[src/rtl/flb_pkg.sv]
// flb_pkg: shared types and constants for the FLB lag controller.
//   flb_lag_t            - 2-bit clock lag selector
//   flb_lag_ctrl_state_e - controller state (IDLE, ARM, RUN)
//   FLB_SETTLE           - per_cnt value at which a lag change is safe
package flb_pkg;

    typedef logic [1:0] flb_lag_t;

    typedef enum logic [1:0] {
        ST_IDLE = 2'd0,
        ST_ARM  = 2'd1,
        ST_RUN  = 2'd2
    } flb_lag_ctrl_state_e;

    // 4-tap synchronizer chain + dec_clk register + 1 cycle of margin
    localparam int FLB_SETTLE = 6;

endpackage

[src/rtl/flb_ref_edge_det.sv]
// flb_ref_edge_det: synchronizes ref_clk into nsh_clk and flags its rising edge.
//   nsh_clk       in  system clock
//   csr_flb_rst_n in  asynchronous active-low reset
//   ref_clk       in  reference clock, asynchronous to nsh_clk
//   ref_rise      out one nsh_clk cycle high per synchronized ref_clk rise
module flb_ref_edge_det (
    input  logic nsh_clk,
    input  logic csr_flb_rst_n,
    input  logic ref_clk,
    output logic ref_rise
);

    logic [1:0] sync_q, sync_d;
    logic       prev_q, prev_d;

    always_comb begin
        sync_d = {sync_q[0], ref_clk};
        prev_d = sync_q[1];
    end

    always_ff @(posedge nsh_clk or negedge csr_flb_rst_n) begin
        if (!csr_flb_rst_n) begin
            sync_q <= '0;
            prev_q <= 1'b0;
        end else begin
            sync_q <= sync_d;
            prev_q <= prev_d;
        end
    end

    assign ref_rise = sync_q[1] & ~prev_q;

endmodule

[src/rtl/flb_lag_ctrl.sv]
// flb_lag_ctrl: measures the ref_clk period, tracks lock, and applies software
// smpl/mtrx lag requests only inside the safe window of each ref period.
//   nsh_clk, csr_flb_rst_n               clock, asynchronous active-low reset
//   ref_clk                              reference clock (asynchronous)
//   csr_flb_en                           controller enable level
//   csr_smpl_lag_req, csr_mtrx_lag_req   requested lags
//   csr_lag_apply                        one-cycle capture/apply pulse
//   csr_min_period                       minimum legal ref period
//   flb_smpl_clk_lag, flb_mtrx_clk_lag   lags driven to the synchronizer
//   lag_apply_done, lag_req_err          one-cycle status pulses
//   ref_period, period_err, ref_lock     period monitor outputs
// Optional feature macro FLB_LAG_CTRL_PERIOD_MON_EN: when defined, period
// measurement, lock and period_err are built; otherwise those outputs are 0.
module flb_lag_ctrl
    import flb_pkg::*;
#(
    parameter int PER_W    = 12,
    parameter int LOCK_CNT = 4,
    parameter int PER_TOL  = 2
) (
    input  logic             nsh_clk,
    input  logic             csr_flb_rst_n,
    input  logic             ref_clk,
    input  logic             csr_flb_en,
    input  logic [1:0]       csr_smpl_lag_req,
    input  logic [1:0]       csr_mtrx_lag_req,
    input  logic             csr_lag_apply,
    input  logic [PER_W-1:0] csr_min_period,
    output logic [1:0]       flb_smpl_clk_lag,
    output logic [1:0]       flb_mtrx_clk_lag,
    output logic             lag_apply_done,
    output logic             lag_req_err,
    output logic [PER_W-1:0] ref_period,
    output logic             period_err,
    output logic             ref_lock
);

    localparam logic [PER_W-1:0] PER_MAX = '1;
    localparam logic [PER_W-1:0] SETTLE  = PER_W'(FLB_SETTLE);

    logic ref_rise;

    flb_ref_edge_det u_edge (
        .nsh_clk       (nsh_clk),
        .csr_flb_rst_n (csr_flb_rst_n),
        .ref_clk       (ref_clk),
        .ref_rise      (ref_rise)
    );

    flb_lag_ctrl_state_e state_q, state_d;
    logic [PER_W-1:0]    per_cnt_q, per_cnt_d;
    logic                pend_q, pend_d;
    flb_lag_t            pend_smpl_q, pend_smpl_d, pend_mtrx_q, pend_mtrx_d;
    flb_lag_t            smpl_lag_q, smpl_lag_d, mtrx_lag_q, mtrx_lag_d;
    logic                done_q, done_d, err_q, err_d;
    logic                req_bad, capture, apply_now;

    always_comb begin
        state_d = state_q;
        if (!csr_flb_en)
            state_d = ST_IDLE;
        else if (state_q == ST_IDLE)
            state_d = ST_ARM;
        else if (state_q == ST_ARM && ref_rise)
            state_d = ST_RUN;
        per_cnt_d   = (state_q == ST_IDLE || ref_rise) ? '0 :
                      (per_cnt_q == PER_MAX) ? per_cnt_q : per_cnt_q + 1'b1;
        req_bad     = csr_mtrx_lag_req < csr_smpl_lag_req;
        capture     = csr_lag_apply & ~req_bad;
        // Outside RUN there is no ref timing to protect, so apply right away
        apply_now   = pend_q & (state_q != ST_RUN || per_cnt_q == SETTLE);
        // A capture coinciding with an apply becomes the next pending request
        pend_d      = capture | (pend_q & ~apply_now);
        pend_smpl_d = capture ? csr_smpl_lag_req : pend_smpl_q;
        pend_mtrx_d = capture ? csr_mtrx_lag_req : pend_mtrx_q;
        smpl_lag_d  = apply_now ? pend_smpl_q : smpl_lag_q;
        mtrx_lag_d  = apply_now ? pend_mtrx_q : mtrx_lag_q;
        done_d      = apply_now;
        err_d       = csr_lag_apply & req_bad;
    end

    always_ff @(posedge nsh_clk or negedge csr_flb_rst_n) begin
        if (!csr_flb_rst_n) begin
            state_q     <= ST_IDLE;
            per_cnt_q   <= '0;
            pend_q      <= 1'b0;
            pend_smpl_q <= '0;
            pend_mtrx_q <= '0;
            smpl_lag_q  <= '0;
            mtrx_lag_q  <= '0;
            done_q      <= 1'b0;
            err_q       <= 1'b0;
        end else begin
            state_q     <= state_d;
            per_cnt_q   <= per_cnt_d;
            pend_q      <= pend_d;
            pend_smpl_q <= pend_smpl_d;
            pend_mtrx_q <= pend_mtrx_d;
            smpl_lag_q  <= smpl_lag_d;
            mtrx_lag_q  <= mtrx_lag_d;
            done_q      <= done_d;
            err_q       <= err_d;
        end
    end

    assign flb_smpl_clk_lag = smpl_lag_q;
    assign flb_mtrx_clk_lag = mtrx_lag_q;
    assign lag_apply_done   = done_q;
    assign lag_req_err      = err_q;

`ifdef FLB_LAG_CTRL_PERIOD_MON_EN
    localparam int               SC_W   = $clog2(LOCK_CNT + 1);
    localparam logic [SC_W-1:0]  SC_MAX = SC_W'(LOCK_CNT);
    localparam logic [PER_W-1:0] TOL    = PER_W'(PER_TOL);

    logic [PER_W-1:0] ref_period_q, ref_period_d, new_per, per_diff;
    logic [SC_W-1:0]  stable_cnt_q, stable_cnt_d;
    logic             ref_lock_q, ref_lock_d, period_err_q, period_err_d;
    logic             is_stable;

    always_comb begin
        new_per      = (per_cnt_q == PER_MAX) ? PER_MAX : per_cnt_q + 1'b1;
        per_diff     = (new_per > ref_period_q) ? new_per - ref_period_q : ref_period_q - new_per;
        is_stable    = (per_diff <= TOL) && (new_per >= csr_min_period);
        ref_period_d = ref_period_q;
        stable_cnt_d = stable_cnt_q;
        period_err_d = period_err_q;
        if (state_q == ST_IDLE) begin
            ref_period_d = '0;
            stable_cnt_d = '0;
            period_err_d = 1'b0;
        end else if (state_q == ST_RUN && ref_rise) begin
            ref_period_d = new_per;
            stable_cnt_d = !is_stable ? '0 :
                           (stable_cnt_q == SC_MAX) ? stable_cnt_q : stable_cnt_q + 1'b1;
            period_err_d = new_per < csr_min_period;
        end else if (state_q == ST_RUN && per_cnt_q == PER_MAX) begin
            // Counter pinned at its maximum: ref_clk has stopped
            stable_cnt_d = '0;
            period_err_d = 1'b1;
        end
        ref_lock_d = stable_cnt_d == SC_MAX;
    end

    always_ff @(posedge nsh_clk or negedge csr_flb_rst_n) begin
        if (!csr_flb_rst_n) begin
            ref_period_q <= '0;
            stable_cnt_q <= '0;
            ref_lock_q   <= 1'b0;
            period_err_q <= 1'b0;
        end else begin
            ref_period_q <= ref_period_d;
            stable_cnt_q <= stable_cnt_d;
            ref_lock_q   <= ref_lock_d;
            period_err_q <= period_err_d;
        end
    end

    assign ref_period = ref_period_q;
    assign ref_lock   = ref_lock_q;
    assign period_err = period_err_q;
`else
    logic unused_cfg;
    assign unused_cfg = ^{csr_min_period, LOCK_CNT[0], PER_TOL[0]};
    assign ref_period = '0;
    assign ref_lock   = 1'b0;
    assign period_err = 1'b0;
`endif

endmodule

[config.mk]
export PLATFORM = sky130hd
export DESIGN_NAME = flb_lag_ctrl
export DESIGN_NICKNAME = d
export VERILOG_FILES = /design/src/rtl/flb_pkg.sv /design/src/rtl/flb_ref_edge_det.sv /design/src/rtl/flb_lag_ctrl.sv
export SDC_FILE = /design/constraint.sdc
export NUM_CORES = 1
export LEC_CHECK = 0
export BUFFER_PORTS_ARGS = -buffer_cell sky130_fd_sc_hd__buf_2
export CORE_MARGIN = 2
export CORE_UTILIZATION = 40
export DETAILED_ROUTE_END_ITERATION = 10
export GPL_TIMING_DRIVEN = 0
export HOLD_SLACK_MARGIN = 0.06
export SLEW_MARGIN = 20
export SYNTH_ARGS = -nofsm -noshare
export SYNTH_HDL_FRONTEND = slang
export SYNTH_SLANG_ARGS = --single-unit
[constraint.sdc]
create_clock -name nsh_clk -period 5.03 [get_ports nsh_clk]
set_clock_uncertainty 0.1 [all_clocks]
set_input_delay 0.503 -clock nsh_clk [delete_from_list [all_inputs] [get_ports nsh_clk]]
set_output_delay 0.503 -clock nsh_clk [all_outputs]
set_load 0.005 [all_outputs]
# Word-level counts from Yosys, hierarchy flattened
# Cells that the tools add are included.
# word_totals
ff_bits,28
in_bits,21
out_inout_bits,20
word_cells,37
# classes
addsub,1
order_cmp,1
eq_ne,6
n_mux,5
bitwise_logic,9
reduce_logical,4
# ops
cell,count
$mux W12,2
$add A12 B1 Y12 const B,1
$eq A12 B12 Y1 const B,1
$eq A12 B3 Y1 const B,1
$mux W2,3
$and A1 B1 Y1,5
$ne A2 B2 Y1 const B,2
$ne A3 B1 Y1 const B,1
$not A1 Y1,3
$eq A2 B1 Y1 const B,1
$logic_not A2 Y1,1
$logic_or A1 B1 Y1,2
$lt A2 B2 Y1,1
$logic_and A1 B1 Y1,1
$or A1 B1 Y1,1

# Longest topological paths before layout
# depth
depth_word,6
mapped_depth,6
mapped_depth_nobuf,6

# By module
# Synthesis repeated with hierarchy kept, for this count alone.
# hier_totals
hier_cells,126
hier_area_um2,1412.6
# by_module_without_submodules
mod,instances,cells_each,area_each_um2,seq_area_each_um2
flb_lag_ctrl,1,122,1323.8,625.6
flb_ref_edge_det,1,4,88.8,75.1

# Least setup slack after synthesis
# OpenSTA, ideal clock, no wires.
# synth_timing
kind,reg2reg
start,register per_cnt_q[0]
end,"register mtrx_lag_q[0], in the netlist flb_mtrx_clk_lag[0]"
setup_time_ps,125
arrival_ps,1535
t_required_ps,4805
setup_slack_ps,3270
path_stages_with_launch,7
n_path_buf,0
synth_period_minus_slack_ps,1760
cell_sequence,dfrtp_1 > inv_1 > ha_1 > and4bb_2 > and3_1 > o21ai_4 > mux2_2
# synth_via
elab_chain_len,3
# synth_rtl
element,line,rtl
"start, declared",flb_lag_ctrl.sv:51,"logic [PER_W-1:0] per_cnt_q, per_cnt_d;"
"start signal, assigned",flb_lag_ctrl.sv:95,per_cnt_q <= per_cnt_d;
$eq A12 B3 Y1,flb_lag_ctrl.sv:71,apply_now = pend_q & (state_q != ST_RUN || per_cnt_q == SETTLE);
$logic_or A1 B1 Y1,flb_lag_ctrl.sv:71,
$and A1 B1 Y1,flb_lag_ctrl.sv:71,
"end signal, assigned",flb_lag_ctrl.sv:100,mtrx_lag_q <= mtrx_lag_d;
"end, declared",flb_lag_ctrl.sv:54,"flb_lag_t smpl_lag_q, smpl_lag_d, mtrx_lag_q, mtrx_lag_d;"
# No other way between the ends.
# A chain may end at the register's enable or synchronous reset.

# Worst setup path in the final report
# layout_timing
start,register per_cnt_q[0]
end,"register smpl_lag_q[0], in the netlist flb_smpl_clk_lag[0]"
# layout_via
elab_chain_len,3
# layout_rtl
element,line,rtl
$eq A12 B3 Y1,flb_lag_ctrl.sv:71,
$logic_or A1 B1 Y1,flb_lag_ctrl.sv:71,
$and A1 B1 Y1,flb_lag_ctrl.sv:71,
"end signal, assigned",flb_lag_ctrl.sv:99,smpl_lag_q <= smpl_lag_d;
"end, declared",flb_lag_ctrl.sv:54,
# No other way between the ends.

==> out/qor.csv <==
metric,value,unit
Synth Instances,124,
Setup WS post-layout,3.09,ns
cells along the critical path,inv_1 -> ha_1 -> and4bb_2 -> and3_1 -> o21ai_4 -> mux2_2,
status,finished clean,
# nets final,180,
"Max FO, Critical Path",6,
Mapped Area,1410,um^2
arrival time at the worst endpoint,2.07,ns
Placeable Area,3360,um^2
Post CTS Setup Buffer Count,0,
pre-CTS setup slack,3.11,ns
CP Class,flip-flop to flip-flop,
hold buffer count at cts,0,
io pins,41,
top cell family by delay on the critical path,flip-flops,
post-layout min period,1.94,ns
Peak VDD IR,0.000146,V
clock root buffer,clkbuf_4,
DR top layer,met4,
WL met1,1.05,mm
DRC Markers,0,
final slew viol count,0,
largest net degree at the start of global routing,29,
DRT Pass-1 Iters,4,
YS warnings,0,
clock slew at reported path FFs,0.14,ns
CP endpoint kind,flip-flop,
Die H,63.4,um
Mean Syn Cell Area,11.4,um^2
met3 wire len,99,um
worst min-delay path class,primary input to async pin,
layout overhead on the synthesized area,16.2,%
number of DRC markers in iteration 0,36,
multi-input combinational cell area,617,um^2
Setup crit start kind,flip-flop,
DRT antenna net count,0,
share of cells above drive strength 1,30.3,%
max incr delay on CP,0.46,ns
post-CTS sizing,0,
clk sinks,28,
TritonCTS buffer count,3,
HPWL Detailed,1.64,mm
Slew HR,60.2,%
highest clock rate,0.514,GHz
met2 WL,1.03,mm
CTS tree,built,
routability congestion estimate,0.823,
Final Hold Fails,0,
final worst path period share,38.6,%
vias in the first global route,916,
TNS Setup,0,ns
Unique masters post-synth,35,
Buffers on Ports,14,
fill cell total of the finished layout,325,
register area,701,um^2
Worst EP required,5.16,ns
vias,959,
H-tree Lvls,1,
die area,4020,um^2
Final Setup Violations,0,
Worst-Margin Slew,0.597,ns
clk buf depth,2,
Initial Utilization,42.0,%
Worst-Skew Late Latency,0.33,ns
Max Cap Viol,0,
RSZ-0062 raised after global routing,no,
hold slack,0.0523,ns
Core Rows,21,
Antenna diodes,0,
leak pwr,0.805,nW
first-pass GRT wire length,4.03,mm
sequential share of the synthesized area,49.6,%
grt ovf,0,
"Buf+Inv Stages, Crit Path",1,
routed wire length,2.22,mm
Pwr Density,292,nW/um^2
"FF+latch count, synth",28,
vias per cell,4.77,
initial antenna violation count,0,
die width,63.4,um
All-Layer GR Usage,12.6,%
slowest CP cell,dfrtp_1,
routed len/inst,11.0,um
## state kept, by name, indices dropped and copies added (netlist names)
name              flops
pend_smpl_q           2
u_edge.sync_q         2
u_edge.prev_q         1
pend_mtrx_q           2
pend_q                1
flb_smpl_clk_lag      2
lag_req_err           1
lag_apply_done        1
per_cnt_q            12
flb_mtrx_clk_lag      2
state_q               2
## where the power goes
part | internal [mW] | switching [mW] | total, mW
combinational | 0.0409 | 0.0307 | 0.0716
clock | 0.0806 | 0.0643 | 0.145
sequential | 0.250 | 0.0132 | 0.263
total | 0.371 | 0.108 | 0.479
## path summary, 6_finish.rpt
check | slack, ns | cells after the start | from | endpoint
worst min register to register | 0.27 | 0 | u_edge.sync_q[0] | u_edge.sync_q[1]
worst max register to register | 3.09 | 6 | per_cnt_q[0] | flb_smpl_clk_lag[0]
worst max-delay path | 3.09 | 6 | per_cnt_q[0] | flb_smpl_clk_lag[0]
min in group nsh_clk | 0.17 | 1 | ref_clk | u_edge.sync_q[0]
max in group asynchronous | 4.39 | 1 | csr_flb_rst_n | lag_req_err
worst min-delay path | 0.05 | 1 | csr_flb_rst_n | per_cnt_q[0]
## synth_stat cells, drive strengths merged
library cell | count | area [um^2]
dfrtp | 28 | 701
ha | 3 | 37.5
a21oi | 2 | 10.0
and3 | 5 | 32.5
and4bb | 1 | 12.5
o31ai | 2 | 15.0
a211oi | 1 | 12.5
nor2 | 10 | 37.5
nand2 | 2 | 7.51
a31oi | 3 | 18.8
nor4 | 3 | 18.8
conb | 1 | 3.75
xor2 | 2 | 17.5
nand2b | 3 | 18.8
a311oi | 1 | 8.76
o21bai | 4 | 30.0
buf | 16 | 124
o311ai | 1 | 8.76
nand4 | 3 | 33.8
o211a | 1 | 10.0
a2111oi | 1 | 15.0
nor3 | 4 | 20.0
and2 | 1 | 6.26
and4 | 2 | 17.5
or3 | 1 | 6.26
xnor2 | 4 | 35.0
o21ai | 1 | 16.3
nand3 | 3 | 15.0
inv | 5 | 18.8
nor2b | 2 | 12.5
mux2 | 8 | 90.1
## metal layers
layer	global-route usage (%)	vias to the layer above
met5	0	-
met4	4.89	0
met3	2.14	5
met2	19.7	26
met1	17.4	452
li1	-	476
## placed cells by master, fill, tap and decap left out, types with 3 or more instances in the layout
cell type,count
dfrtp_1,28
buf_4,15
conb_1,14
buf_2,14
nor2_1,10
mux2_2,7
inv_1,5
nor3_1,4
and3_1,4
o21bai_1,4
xnor2_1,4
nand2b_1,3
nor4_1,3
nand3_1,3
a31oi_1,3
ha_1,3
clkbuf_4,3
## metrics by stage
stage          utilization, %  area [um^2]  std cells  total power [mW]
2_1_floorplan               -         1460        137             0.311
3_3_place_gp             47.2         1590        197             0.337
3_5_place_dp             47.2         1590        197             0.340
4_1_cts                  48.8         1640        201             0.488
5_1_grt                  48.8         1640        201             0.510
6_report                 48.8         1640        201             0.479
## final cells by class
class	count	share of cell area (%)
Sequential cell	28	42.7
Timing Repair Buffer	14	4.27
Clock buffer	3	1.37
Buffer	16	7.55
Multi-Input combinational cell	88	37.6
Inverter	5	1.14
Clock inverter	1	1.83
Tap cell	46	3.51
## cells by family after synthesis
kind of cell / count (synthesis) / share of synthesized area [%]
buffers and inverters: 21 / 10.1
muxes: 8 / 6.38
and+or+nand+nor: 40 / 16.9
xor gates and xnor gates: 6 / 3.72
AOI/OAI and AO/OA: 17 / 10.3
DFF: 28 / 49.6
other: 1 / 0.266
adders and majority gates: 3 / 2.66
No activity file was read; power rests on OpenSTA's default activity.
